`src/rtl/rv32i_types.sv`:
```
// Shared RV32I pipeline types: NOP word, datapath bubble control word, hazard FSM states.
package rv32i_types;

  localparam logic [31:0] NOP_INSTR = 32'h00000013;

  typedef enum logic [2:0] {
    alu_add, alu_sll, alu_sra, alu_sub, alu_xor, alu_srl, alu_or, alu_and
  } alu_ops;

  typedef struct packed {
    logic       load_regfile;
    logic       dcache_read;
    logic       dcache_write;
    logic [3:0] mem_byte_enable;
    alu_ops     aluop;
  } rv32i_control_word;

  // Selected into ID/EX by the datapath when bubble_id_ex is high.
  localparam rv32i_control_word BUBBLE_CTRL = '{
    load_regfile:    1'b0,
    dcache_read:     1'b0,
    dcache_write:    1'b0,
    mem_byte_enable: 4'b1111,
    aluop:           alu_add
  };

  typedef enum logic {RUN, FROZEN} hazard_state_e;

endpackage

```
`src/rtl/hazard_perf_counters.sv`:
```
// Saturating stall-cycle and bubble counters for the hazard controller.
module hazard_perf_counters
  import rv32i_types::*;
#(
  parameter int CNT_W = 32
) (
  input  logic             clk,
  input  logic             rst,
  input  logic             stall_inc_i,
  input  logic [1:0]       bubble_inc_i,
  output logic [CNT_W-1:0] stall_cycles_o,
  output logic [CNT_W-1:0] bubble_count_o
);

  logic [CNT_W-1:0] stall_q, stall_d;
  logic [CNT_W-1:0] bubble_q, bubble_d;
  logic [CNT_W:0]   stall_sum, bubble_sum;

  // One extra bit catches the carry so the count pins at all-ones instead of wrapping.
  always_comb begin
    stall_sum  = {1'b0, stall_q} + {{CNT_W{1'b0}}, stall_inc_i};
    bubble_sum = {1'b0, bubble_q} + {{(CNT_W-1){1'b0}}, bubble_inc_i};
    stall_d    = stall_sum[CNT_W] ? {CNT_W{1'b1}} : stall_sum[CNT_W-1:0];
    bubble_d   = bubble_sum[CNT_W] ? {CNT_W{1'b1}} : bubble_sum[CNT_W-1:0];
  end

  always_ff @(posedge clk) begin
    if (rst) begin
      stall_q  <= '0;
      bubble_q <= '0;
    end else begin
      stall_q  <= stall_d;
      bubble_q <= bubble_d;
    end
  end

  assign stall_cycles_o = stall_q;
  assign bubble_count_o = bubble_q;

endmodule

```
`src/rtl/pipeline_hazard_ctrl.sv`:
```
// Pipeline hazard controller: freezes on cache misses, bubbles load-use, squashes on taken branch.
// Stage loads are combinational from this cycle's inputs; only miss bookkeeping is registered.
module pipeline_hazard_ctrl #(
  parameter int          CNT_W     = 32,
  parameter logic [31:0] NOP_INSTR = 32'h00000013
) (
  input  logic             clk,
  input  logic             rst,
  input  logic             icache_read,
  input  logic             icache_resp,
  input  logic [31:0]      icache_rdata,
  input  logic             dcache_req,
  input  logic             dcache_resp,
  input  logic [4:0]       id_rs1,
  input  logic [4:0]       id_rs2,
  input  logic             id_uses_rs1,
  input  logic             id_uses_rs2,
  input  logic [4:0]       ex_rd,
  input  logic             ex_is_load,
  input  logic             ex_br_taken,
  output logic             icache_read_en,
  output logic [31:0]      instr_out,
  output logic             load_pc,
  output logic             load_if_id,
  output logic             load_id_ex,
  output logic             load_ex_mem,
  output logic             load_mem_wb,
  output logic             squash_if_id,
  output logic             bubble_id_ex,
  output logic             pc_redirect,
  output logic [CNT_W-1:0] stall_cycles,
  output logic [CNT_W-1:0] bubble_count
);

  import rv32i_types::*;

  hazard_state_e state_q, state_d;
  logic          i_done_q, i_done_d;
  logic          d_done_q, d_done_d;
  logic [31:0]   ibuf_q, ibuf_d;

  logic          i_pend, d_pend, freeze, load_use;
  logic          stall_inc;
  logic [1:0]    bubble_inc;

  always_comb begin
    state_d        = state_q;
    i_done_d       = i_done_q;
    d_done_d       = d_done_q;
    ibuf_d         = ibuf_q;
    icache_read_en = 1'b0;
    instr_out      = '0;
    load_pc        = 1'b0;
    load_if_id     = 1'b0;
    load_id_ex     = 1'b0;
    load_ex_mem    = 1'b0;
    load_mem_wb    = 1'b0;
    squash_if_id   = 1'b0;
    bubble_id_ex   = 1'b0;
    pc_redirect    = 1'b0;
    stall_inc      = 1'b0;
    bubble_inc     = 2'd0;

    i_pend   = icache_read & ~icache_resp & ~i_done_q;
    d_pend   = dcache_req & ~dcache_resp & ~d_done_q;
    freeze   = i_pend | d_pend;
    load_use = ex_is_load & (ex_rd != 5'd0) &
               ((id_uses_rs1 & (id_rs1 == ex_rd)) | (id_uses_rs2 & (id_rs2 == ex_rd)));

    if (!rst) begin
      // Once the fetch has completed, hold off re-requesting it until release.
      icache_read_en = icache_read & ~i_done_q;
      instr_out      = i_done_q ? ibuf_q : icache_rdata;

      if (freeze) begin
        state_d   = FROZEN;
        stall_inc = 1'b1;
        if (icache_resp & d_pend) begin
          i_done_d = 1'b1;
          ibuf_d   = icache_rdata;
        end
        if (dcache_resp & i_pend) begin
          d_done_d = 1'b1;
        end
      end else begin
        if (state_q == FROZEN) begin
          i_done_d = 1'b0;
          d_done_d = 1'b0;
        end
        state_d     = RUN;
        load_pc     = 1'b1;
        load_if_id  = 1'b1;
        load_id_ex  = 1'b1;
        load_ex_mem = 1'b1;
        load_mem_wb = 1'b1;
        // A taken branch squashes the ID instruction, so its load-use match is moot.
        if (ex_br_taken) begin
          pc_redirect  = 1'b1;
          squash_if_id = 1'b1;
          bubble_id_ex = 1'b1;
          bubble_inc   = 2'd2;
        end else if (load_use) begin
          load_pc      = 1'b0;
          load_if_id   = 1'b0;
          bubble_id_ex = 1'b1;
          bubble_inc   = 2'd1;
        end
      end
    end
  end

  // The buffer is only read while i_done is set, so its reset value is never visible.
  always_ff @(posedge clk) begin
    if (rst) begin
      state_q  <= RUN;
      i_done_q <= 1'b0;
      d_done_q <= 1'b0;
      ibuf_q   <= NOP_INSTR;
    end else begin
      state_q  <= state_d;
      i_done_q <= i_done_d;
      d_done_q <= d_done_d;
      ibuf_q   <= ibuf_d;
    end
  end

  hazard_perf_counters #(
    .CNT_W(CNT_W)
  ) u_perf (
    .clk           (clk),
    .rst           (rst),
    .stall_inc_i   (stall_inc),
    .bubble_inc_i  (bubble_inc),
    .stall_cycles_o(stall_cycles),
    .bubble_count_o(bubble_count)
  );

endmodule
```
`config.mk`:
```
export PLATFORM = sky130hd
export DESIGN_NAME = pipeline_hazard_ctrl
export DESIGN_NICKNAME = d
export VERILOG_FILES = /design/src/rtl/rv32i_types.sv /design/src/rtl/hazard_perf_counters.sv /design/src/rtl/pipeline_hazard_ctrl.sv
export SDC_FILE = /design/constraint.sdc
export NUM_CORES = 1
export LEC_CHECK = 0
export ABC_AREA = 1
export CAP_MARGIN = 10
export CELL_PAD_IN_SITES_DETAIL_PLACEMENT = 1
export CELL_PAD_IN_SITES_GLOBAL_PLACEMENT = 2
export CORE_MARGIN = 2
export CORE_UTILIZATION = 22
export DETAILED_ROUTE_END_ITERATION = 10
export GPL_ROUTABILITY_DRIVEN = 0
export GPL_TIMING_DRIVEN = 0
export PLACE_DENSITY = 0.87
export SLEW_MARGIN = 15
export SYNTH_ARGS = -nofsm -noshare
export SYNTH_HDL_FRONTEND = slang
export SYNTH_SLANG_ARGS = --single-unit
export TNS_END_PERCENT = 10
```
`constraint.sdc`:
```
create_clock -name clk -period 2.7 [get_ports clk]
set_input_delay 0.405 -clock clk [delete_from_list [all_inputs] [get_ports clk]]
set_output_delay 0.405 -clock clk [all_outputs]
set_load 0.01 [all_outputs]
```
**After elaboration in Yosys (flattened, before gate mapping)**

Cells that the tools add are included.

- Bits in registers: 99
- Input port bits: 57
- Output and inout port bits: 105

- Add/subtract/negate cells: 2
- Eq/ne operators: 4
- Multiplexer cells: 29
- Bitwise logic cells: 17
- Reduce and logical (&&, ||, !) cells: 5

Operators with widths:

| kind | count |
|---|---|
| 32-bit two-way mux | 4 |
| 32-bit by 1-bit adder with 33-bit output | 1 |
| 32-bit by 2-bit adder with 33-bit output | 1 |
| 1-bit two-way mux | 22 |
| 1-bit bitwise AND | 11 |
| 5-bit == test | 2 |
| 2-bit two-way mux | 3 |
| 2-bit AND reduction | 3 |
| 5-bit nonzero test | 1 |
| 2-bit by 1-bit != test with 1-bit output (second input constant) | 2 |
| 1-bit NOT | 4 |
| 1-bit OR | 2 |
| 2-bit nonzero test | 1 |

**Logic depth before layout (Yosys ltp)**

Gate-level depths: netlist (run 1).

- Word-level depth: 10
- Gate-level depth with buffers: 21
- Gate-level depth less buffers: 20

**Cells and area by module**

Synthesis (run 1) repeated with hierarchy kept, for this count alone.

- Cell total of the unflattened synthesis: 912
- Area, all modules: 6077.1 um^2

By module, submodules not included:

| module | instances | cells an instance | area each (um^2) |
|---|---|---|---|
| hazard_perf_counters | 1 | 605 | 3950.0 |
| pipeline_hazard_ctrl | 1 | 307 | 2127.0 |

**Worst setup path before layout (run 1)**

No wires, ideal clock.

- Path kind: register -> register
- From: register i_done_q
- To: register u_perf.bubble_q[25] (netlist: u_perf.bubble_count_o[25])
- Setup time: 0.057 ns
- Arrival time: 2.727 ns
- Path slack: -0.084 ns
- Stages on the path, launching flop included: 20
- Path buffers: 2
- Cell sequence: dfxtp_1 buf_4 inv_1 nand3_1 nand2_1 nor2_1 inv_1 nor2_1 inv_1 fa_1 inv_1 nand3_2 inv_2 nand2_2 nor2_2 nand2_2 buf_6 nand3_1 nand2_1 inv_1

- Word-level cells in the longest chain between the ends: 7

RTL lines:

| item | line | source |
|---|---|---|
| start, declared | pipeline_hazard_ctrl.sv:38 | `logic i_done_q, i_done_d;` |
| start signal, assigned | pipeline_hazard_ctrl.sv:121 | `i_done_q <= i_done_d;` |
| 1-bit NOT | pipeline_hazard_ctrl.sv:64 | `i_pend = icache_read & ~icache_resp & ~i_done_q;` |
| 1-bit bitwise AND | pipeline_hazard_ctrl.sv:64 |  |
| 1-bit OR | pipeline_hazard_ctrl.sv:66 | `freeze = i_pend \| d_pend;` |
| 2-bit two-way mux | pipeline_hazard_ctrl.sv:75 | `if (freeze) begin` |
| 2-bit two-way mux | pipeline_hazard_ctrl.sv:70 | `if (!rst) begin` |
| 32-bit by 2-bit adder with 33-bit output | hazard_perf_counters.sv:22 | `bubble_sum = {1'b0, bubble_q} + {{(CNT_W-1){1'b0}}, bubble_inc_i};` |
| 32-bit two-way mux | hazard_perf_counters.sv:24 | `bubble_d = bubble_sum[CNT_W] ? {CNT_W{1'b1}} : bubble_sum[CNT_W-1:0];` |
| end signal, assigned | hazard_perf_counters.sv:33 | `bubble_q <= bubble_d;` |
| end, declared | hazard_perf_counters.sv:16 | `logic [CNT_W-1:0] bubble_q, bubble_d;` |

Every way passes these cells.
A chain may end at the register's enable or synchronous reset.

**Worst setup path after layout (run 1)**

- From: register i_done_q
- To: register u_perf.bubble_q[24] (netlist: u_perf.bubble_count_o[24])

The elaborated chain is that of the path after synthesis.

==> flow_metrics.env, run 1 <==
export IMPL_dieWidth_um=166
export IMPL_fp_dieH_um=166
export IMPL_std_cell_rows=59
export IMPL_grt_start_max_net_pins=17
export IMPL_drt_iter0_markers=182
export IMPL_cts_buffers=9
export IMPL_worstPathCellList="clkinvlp_4 > nand3_2 > nand2_4 > nor2_4 > nand3_2 > nor2_2 > ha_2 > inv_2 > fa_2 > inv_2 > nand3_4 > buf_6 > nor2_4 > nand3_2 > nor2_4 > nand3_1 > nand2_1 > nor2_1"
export IMPL_design_power_total_w=0.00337
export IMPL_top_layer="met4"
export IMPL_synth_top_cells_by_area="dfxtp_1, nand2_1, inv_1, nor2_1, a21oi_1"
export IMPL_cts_tree="done"
export IMPL_setup_violations_final=0
export IMPL_max_freq_mhz=385
export IMPL_hold_path_class="primary input to flop"
export IMPL_ir_drop_uv=230
export IMPL_fin_crit_sh_pct=96.1
export IMPL_setup_tns_ns=0
export IMPL_tightest_slew_ns=0.724
export IMPL_yosys_area_top_type="dfxtp_1"
export IMPL_synth_top_area_share_pct=34.2
export IMPL_clock_sinks=99
export IMPL_initial_utilization_pct=22.3
export IMPL_cts_root_buf="clkbuf_16"
export IMPL_cp_data_required_time_ns=2.95
export IMPL_place_ws_ns=-0.909
export IMPL_syn_instance_count=938
export IMPL_ys_ff_latch=99
export IMPL_grt_pass1_vias=6806
export IMPL_crit_slowest_cell="dfxtp_4"
export IMPL_slew_viol_final=0
export IMPL_die_area_um2=27600
export IMPL_rrSetupSlack_ns=0.10
export IMPL_gr_usage_all_layers_pct=15.7
export IMPL_final_core_util_pct=32.9
export IMPL_dr_wl_met2_um=10400
export IMPL_io_buffer_count=160
export IMPL_cp_arrival_ns=2.84
export IMPL_period_minus_slack_ns=2.60
export IMPL_rsz0062_at_grt="yes"
export IMPL_wl_per_cell_um=14.8
export IMPL_critPathMaxFanout=3
export IMPL_synth_ff_type="dfxtp_1"
export IMPL_vias=6556
export IMPL_clockBufferDepth=2
export IMPL_max_stage_delay_ns=0.37
export IMPL_syn_num_nets=1000
export IMPL_max_slew_margin_rel_pct=51.7
export IMPL_synth_avg_cell_area_um2=6.18
export IMPL_avgViaCountPerCell=4.44
export IMPL_grt_overflow_total=0
export IMPL_fillerInstances=3294
export IMPL_layout_common_cells="nand2_1, clkdlybuf4s50_1, inv_1"
export IMPL_hold_viol_final=0
export IMPL_clk_insertion_delay_late_ns=0.35
export IMPL_path_class="flop to flop"
export IMPL_netlist_area_um2=5790
export IMPL_cp_end_kind="flop"
export IMPL_final_common_cell="nand2_1"
export IMPL_synth_edf_count=0
export IMPL_crit_buf_inv=4
export IMPL_hpwl_um=16700
export IMPL_antenna_left=0
export IMPL_wl_um=21900
export IMPL_num_io_pins=162
export IMPL_fin_skew_ns=0.0145
export IMPL_wl_met3_um=949
export IMPL_cp_start_kind="flop"
export IMPL_wl_met1_um=10300
export IMPL_final_nets=1194
export IMPL_grt_pass1_wl_um=35300
export IMPL_cap_viol_max_count=0
export IMPL_hold_ws_ns=0.405
export IMPL_core_area_um2=26000
export IMPL_setup_ws_ns=0.105
export IMPL_status="finished, final reports clean"
export IMPL_synth_distinct_cells=29
export IMPL_ys_seq_area_share_pct=34.2
export IMPL_layout_drive_gt1_share_pct=12.5
export IMPL_path_clk_slew_ns=0.08
export IMPL_ys_warn_count=0
export IMPL_async_flop_share_pct=0
export IMPL_cts_max_level=3
export IMPL_drtPass1Iterations=4
export IMPL_cellPowerDensity_nw_per_um2=394
export IMPL_leakage_nw=3.47
export IMPL_syn2layout_area_growth_pct=47.6
export IMPL_crit_family="simple AND/OR/NAND/NOR gates"
export IMPL_antenna_found_initial=4
export IMPL_drcViolationCount=0
final cells by class:
class / count / area, um^2 / area share, %
multi-input cells: 660 / 3280 / 38.4
clock buffers: 10 / 229 / 2.68
clock inverters: 6 / 90.1 / 1.05
plain buffers: 36 / 223 / 2.60
repair buffers: 184 / 1770 / 20.7
flip-flops and latches: 99 / 1990 / 23.2
diodes: 4 / 10.0 / 0.117
well taps: 335 / 419 / 4.90
inverters: 142 / 539 / 6.30
synth_stat cells (4+ instances only):
cell type	count
nand2_1	252
inv_1	139
nor2_1	120
dfxtp_1	99
a21oi_1	78
nand3_1	75
o21ai_0	71
clkbuf_1	23
xnor2_1	11
a21oi_2	7
buf_6	7
xor2_1	7
buf_4	6
a31oi_1	5
or2_2	5
ha_1	4
nand2_2	4
nand3_2	4
nor2_2	4
flip-flops by register name, indices dropped and copies added, names as in the netlist:
| register | cells |
|---|---|
| d_done_q | 1 |
| state_q | 1 |
| ibuf_q | 32 |
| u_perf.bubble_count_o | 32 |
| u_perf.stall_cycles_o | 32 |
| i_done_q | 1 |
metal layers:
layer	up-vias	GRT usage (%)
met5	-	0
met4	0	3.79
li1	3320	-
met3	12	2.98
met2	128	27.3
met1	3096	20.1
power breakdown:
group	internal [W]	leakage (nW)	switching [W]
clock	0.000816	0.153	0.000619
sequential	0.00149	0.803	0.0000120
combinational	0.000212	2.51	0.000224
final timing paths:
kind / startpoint / to / cells past startpoint
worst max-delay path: i_done_q / u_perf.bubble_count_o[24] / 18
worst min register to register: ibuf_q[19] / ibuf_q[19] / 2
worst min-delay path: rst / u_perf.stall_cycles_o[8] / 2
worst max register to register: i_done_q / u_perf.bubble_count_o[24] / 18
cells by family after synthesis:
kind of cell	count (synthesis)	synth area share (%)
and+or+nand+nor	474	34.2
buffers and inverters	179	12.9
AOI/OAI and AO/OA	163	14.7
DFF	99	34.2
xor gates and xnor gates	18	2.72
adders and majority gates	5	1.21
through the flow:
stage	instances	area, um^2
after floorplan	938	5800
after global placement	1433	7820
after detailed placement	1433	7820
after CTS	1468	8440
after global routing	1474	8550
final	1476	8550
repair_timing:
action	in CTS	in global routing
endpoints found under the setup margin	38	62
hold buffers	0	0
buffers inserted	17	5
gates resized for setup	78	36
pin swaps	22	18
cloned	2	0
(Power assumes the default switching activity.)
==> run 2: changes to the inputs <==
==> constraint.sdc (replaced) <==
create_clock -name clk -period 2.2 [get_ports clk]
set_input_delay 0.33 -clock clk [delete_from_list [all_inputs] [get_ports clk]]
set_output_delay 0.33 -clock clk [all_outputs]
set_load 0.01 [all_outputs]
==> flow_metrics.env, run 2 (synthesis gave the netlist of run 1 again) <==
export IMPL_status="finished with violations"
export IMPL_violations="setup timing"
export IMPL_layout_drive_gt1_share_pct=14.2
export IMPL_clock_sinks=99
export IMPL_num_io_pins=162
export IMPL_vias=6511
export IMPL_dp_cells=1433
export IMPL_syn2layout_area_growth_pct=50.9
export IMPL_max_freq_mhz=384
export IMPL_leakage_nw=3.89
export IMPL_crit_buf_inv=7
export IMPL_place_area_um2=7860
export IMPL_grt_overflow_total=0
export IMPL_wl_um=21900
export IMPL_fillerInstances=3309
export IMPL_gr_usage_all_layers_pct=15.7
export IMPL_drtPass1Iterations=4
export IMPL_period_minus_slack_ns=2.61
export IMPL_p_sw_share_pct=25.1
export IMPL_final_area_um2=8740
export IMPL_dieWidth_um=166
export IMPL_cts_tree="done"
export IMPL_std_cell_rows=59
export IMPL_hold_buffers=0
export IMPL_hpwl_um=16500
export IMPL_wl_per_cell_um=14.8
export IMPL_path_class="primary input to flop"
export IMPL_io_buffer_count=160
export IMPL_fin_skew_ns=0.0152
export IMPL_drt_iter0_markers=184
export IMPL_cp_start_kind="primary input"
export IMPL_crit_family="buffers and inverters"
export IMPL_worstPathCellList="clkdlybuf4s50_1 > inv_2 > nand3_4 > nand2_4 > nor2_4 > nand3_2 > nor2_2 > ha_2 > inv_2 > fa_2 > inv_2 > nand3_4 > inv_4 > nand2_4 > nor2_4 > nand2_4 > clkbuf_16 > nand3_2 > nand2_1 > inv_1"
export IMPL_pwr_share_clk_pct=43.3
export IMPL_cp_end_kind="flop"
export IMPL_final_nets=1203
export IMPL_hold_viol_final=0
export IMPL_fin_cells=1483
export IMPL_avgViaCountPerCell=4.39
export IMPL_fin_crit_sh_pct=118
export IMPL_max_stage_delay_ns=0.47
export IMPL_hold_ws_ns=0.351
export IMPL_cp_arrival_ns=2.89
export IMPL_layout_common_cells="nand2_1, inv_1, nor2_1"
export IMPL_clk_insertion_delay_late_ns=0.36
export IMPL_crit_slowest_cell="clkdlybuf4s50_1"
export IMPL_antenna_found_initial=2
export IMPL_tightest_slew_ns=0.781
export IMPL_grt_start_max_net_pins=16
export IMPL_power_frac_seq_pct=43.9
export IMPL_max_slew_margin_rel_pct=48.0
export IMPL_die_area_um2=27600
export IMPL_p_comb_share_pct=12.8
export IMPL_hold_path_class="primary input to flop"
export IMPL_setup_tns_ns=-12.25
export IMPL_setup_violations_final=41
export IMPL_cts_root_buf="clkbuf_16"
export IMPL_drcViolationCount=0
export IMPL_final_common_cell="nand2_1"
export IMPL_slew_viol_final=0
export IMPL_setup_ws_ns=-0.405
export IMPL_design_power_total_w=0.00420
export IMPL_antenna_left=0
export IMPL_power_switching_w=0.00105
export IMPL_cts_buffers=9
export IMPL_grt_pass1_vias=6613
export IMPL_clockBufferDepth=2
export IMPL_regArea_um2=1980
export IMPL_critPathMaxFanout=6
export IMPL_path_clk_slew_ns=0.07
export IMPL_ir_drop_uv=376
export IMPL_initial_utilization_pct=22.3
export IMPL_multi_input_comb_area_um2=3320
export IMPL_p_int_w=0.00315
export IMPL_cellPowerDensity_nw_per_um2=480
export IMPL_fp_dieH_um=166
export IMPL_cts_max_level=3
export IMPL_rsz0062_at_grt="yes"
export IMPL_core_area_um2=26000
export IMPL_grt_pass1_wl_um=35000
export IMPL_cap_viol_max_count=0
export IMPL_cp_data_required_time_ns=2.49
==> run 2: cell types whose count changed in the layout (fill, tap and decap cells not counted), sizes merged <==
cell | before | now
dlymetal6s2s | 1 | 20
diode | 4 | 2
dlygate4sd2 | 15 | 27
clkdlybuf4s50 | 137 | 103
clkbuf | 36 | 37
clkinv | 4 | 2
clkinvlp | 2 | 1
inv | 140 | 141
buf | 38 | 50
clkdlybuf4s15 | 3 | 4
==> run 2: final timing paths <==
path / slack (ns) / depth (start not counted) / endpoint / start
worst min-delay path: 0.35 / 2 / u_perf.stall_cycles_o[8] / rst
worst max-delay path: -0.41 / 20 / u_perf.bubble_count_o[15] / icache_resp
worst max register to register: -0.37 / 20 / u_perf.bubble_count_o[15] / i_done_q
worst min register to register: 0.46 / 2 / ibuf_q[28] / ibuf_q[28]
==> run 2: routing by layer <==
layer	routed length, um	share of wire, %	GRT usage [%]	up-vias
met5	0	0	0	-
met4	352	1.6	4.39	0
met3	900	4.1	3.05	22
met2	10400	47	26.8	119
met1	10300	47	20.1	3037
li1	-	-	-	3333
==> run 2: what timing repair did <==
item / 4_1_cts / 5_1_grt
setup endpoints to repair: 103 / 89
cloned: 1 / 1
buffers inserted: 22 / 10
resized for setup: 99 / 55
pin swaps: 26 / 10
==> run 2: final cells by class <==
type                       instances  area share, %
sequential                        99           22.7
antenna                            2         0.0573
inverter                         142           6.21
buffer                            37           2.86
multi-input combinational        660           37.9
clock buffer                      12           2.93
timing repair buffer             192           21.7
tap                              335           4.80
clock inverter                     4          0.830
==> run 2: power groups by stage <==
stage	logic [W]	clock network, W	registers (W)
floorplan	0.000230	0	0.00188
global placement	0.000525	0	0.00188
detailed placement	0.000532	0	0.00188
CTS	0.000536	0.00188	0.00184
global route	0.000593	0.00195	0.00185
finish	0.000536	0.00182	0.00184
==> run 2: per-stage QoR <==
| stage | setup slack (ns) | util (%) |
|---|---|---|
| floorplan | -0.224 | - |
| global placement | -1.09 | 30.3 |
| detailed placement | -1.09 | 30.3 |
| CTS | -0.336 | 32.7 |
| global route | -0.579 | 33.6 |
| finish | -0.405 | 33.6 |
==> run 3: changes to the inputs <==
--- a/config.mk
+++ b/config.mk
@@ -15,6 +15,8 @@
 export GPL_ROUTABILITY_DRIVEN = 0
 export GPL_TIMING_DRIVEN = 0
 export PLACE_DENSITY = 0.87
+export RECOVER_POWER = 25
+export SETUP_SLACK_MARGIN = 0.4
 export SLEW_MARGIN = 15
 export SYNTH_ARGS = -nofsm -noshare
 export SYNTH_HDL_FRONTEND = slang
==> flow_metrics.env, run 3 (synthesis gave the netlist of run 1 again) <==
export IMPL_status="finished with violations"
export IMPL_violations="setup timing"
export IMPL_grt_pass1_wl_um=35000
export IMPL_tightest_slew_ns=0.781
export IMPL_period_minus_slack_ns=2.59
export IMPL_initial_utilization_pct=22.3
export IMPL_setup_violations_final=40
export IMPL_hold_buffers=0
export IMPL_antenna_found_initial=2
export IMPL_num_io_pins=162
export IMPL_path_class="primary input to flop"
export IMPL_design_power_total_w=0.00420
export IMPL_whs_endpoint="u_perf.stall_cycles_o[8]"
export IMPL_power_frac_seq_pct=43.9
export IMPL_cp_arrival_ns=2.89
export IMPL_cp_end_kind="flop"
export IMPL_cellPowerDensity_nw_per_um2=481
export IMPL_cts_root_buf="clkbuf_16"
export IMPL_dp_cells=1433
export IMPL_drtPass1Iterations=4
export IMPL_fin_cells=1484
export IMPL_antenna_left=0
export IMPL_cap_viol_max_count=0
export IMPL_cts_tree="done"
export IMPL_hold_path_class="primary input to flop"
export IMPL_p_int_w=0.00314
export IMPL_cp_start_kind="primary input"
export IMPL_clockBufferDepth=2
export IMPL_slew_viol_final=0
export IMPL_cts_max_level=3
export IMPL_pwr_share_clk_pct=43.4
export IMPL_layout_drive_gt1_share_pct=15.2
export IMPL_cp_data_required_time_ns=2.50
export IMPL_dieWidth_um=166
export IMPL_vias=6535
export IMPL_wl_per_cell_um=14.7
export IMPL_avgViaCountPerCell=4.40
export IMPL_reg2reg_depth=22
export IMPL_drt_iter0_markers=185
export IMPL_gr_usage_all_layers_pct=15.7
export IMPL_die_area_um2=27600
export IMPL_fin_crit_sh_pct=118
export IMPL_grt_start_max_net_pins=16
export IMPL_critPathMaxFanout=4
export IMPL_syn2layout_area_growth_pct=50.7
export IMPL_leakage_nw=3.91
export IMPL_final_common_cell="nand2_1"
export IMPL_power_switching_w=0.00105
export IMPL_clk_insertion_delay_late_ns=0.36
export IMPL_max_freq_mhz=386
export IMPL_setup_ws_ns=-0.392
export IMPL_max_slew_margin_rel_pct=47.9
export IMPL_fin_skew_ns=0.0148
export IMPL_p_comb_share_pct=12.7
export IMPL_path_clk_slew_ns=0.07
export IMPL_r2r_start="i_done_q"
export IMPL_wl_um=21900
export IMPL_io_buffer_count=160
export IMPL_r2r_end="u_perf.bubble_count_o[16]"
export IMPL_fp_dieH_um=166
export IMPL_rsz0062_at_grt="yes"
export IMPL_ir_drop_uv=376
export IMPL_drcViolationCount=0
export IMPL_hold_viol_final=0
export IMPL_cts_buffers=9
export IMPL_grt_overflow_total=0
export IMPL_core_area_um2=26000
export IMPL_setup_tns_ns=-11.33
export IMPL_final_nets=1204
export IMPL_p_sw_share_pct=25.1
export IMPL_hpwl_um=16500
export IMPL_hold_start="rst"
export IMPL_layout_common_cells="nand2_1, inv_1, nor2_1"
export IMPL_grt_pass1_vias=6609
export IMPL_holdPathStages=2
export IMPL_clock_sinks=99
export IMPL_std_cell_rows=59
export IMPL_rrSetupSlack_ns=-0.36
-- run 3: stage by stage --
stage	hold WS (ns)	instance area, um^2	setup WS, ns	utilization (%)
after floorplan	0.430	5840	-0.224	-
after detailed placement	0.444	7860	-1.09	30.3
after global routing	0.353	8730	-0.576	33.6
final	0.351	8730	-0.392	33.6
after CTS	0.349	8510	-0.336	32.7
after global placement	0.440	7860	-1.09	30.3
-- run 3: worst max path at each step --
stage                 from                        end  cells past startpoint
2_1_floorplan     i_done_q  u_perf.bubble_count_o[25]                     20
3_3_place_gp      ex_rd[4]  u_perf.bubble_count_o[24]                     20
3_5_place_dp      ex_rd[1]  u_perf.bubble_count_o[24]                     20
4_1_cts           i_done_q  u_perf.bubble_count_o[14]                     20
5_1_grt           i_done_q  u_perf.bubble_count_o[28]                     18
6_report       icache_resp  u_perf.bubble_count_o[16]                     22
-- run 3: worst max-delay path: stages --
cell,delay [ns]
clkdlybuf4s50_1,0.47
inv_2,0.06
nand3_4,0.06
nand2_4,0.07
nor2_4,0.15
nand3_2,0.09
nor2_2,0.09
ha_2,0.19
inv_2,0.04
fa_2,0.36
inv_2,0.09
nand3_4,0.10
inv_4,0.08
nand2_4,0.05
nor2_4,0.12
buf_6,0.11
buf_6,0.09
buf_6,0.09
nand2_2,0.04
nand3_2,0.07
nand2_2,0.05
inv_2,0.06
-- run 3: layer usage --
metal	global-route usage (%)	share of wire, %
met1	20.1	46
met2	26.8	48
met3	3.03	4.6
met4	4.39	1.5
met5	0	0
-- run 3: timing repair --
item | in CTS | in global routing
pin swaps | 26 | 10
resized for setup | 111 | 64
cloned | 1 | 1
setup endpoints to repair | 105 | 137
setup buffers | 22 | 9
-- run 3: power groups by stage --
stage / Clock [W] / Combinational (W) / Sequential [W]
floorplan: 0 / 0.000230 / 0.00188
global placement: 0 / 0.000525 / 0.00188
detailed placement: 0 / 0.000532 / 0.00188
CTS: 0.00188 / 0.000535 / 0.00184
global route: 0.00195 / 0.000589 / 0.00185
finish: 0.00182 / 0.000534 / 0.00184
-- run 3: final cells by class --
| type | count | area, um^2 |
|---|---|---|
| Antenna cell | 2 | 5.00 |
| Buffer | 37 | 250 |
| Clock buffer | 12 | 256 |
| Clock inverter | 4 | 72.6 |
| Fill cell | 3305 | 17300 |
| Inverter | 142 | 543 |
| Multi-Input combinational cell | 660 | 3320 |
| Sequential cell | 99 | 1990 |
| Tap cell | 335 | 419 |
| Timing Repair Buffer | 193 | 1880 |
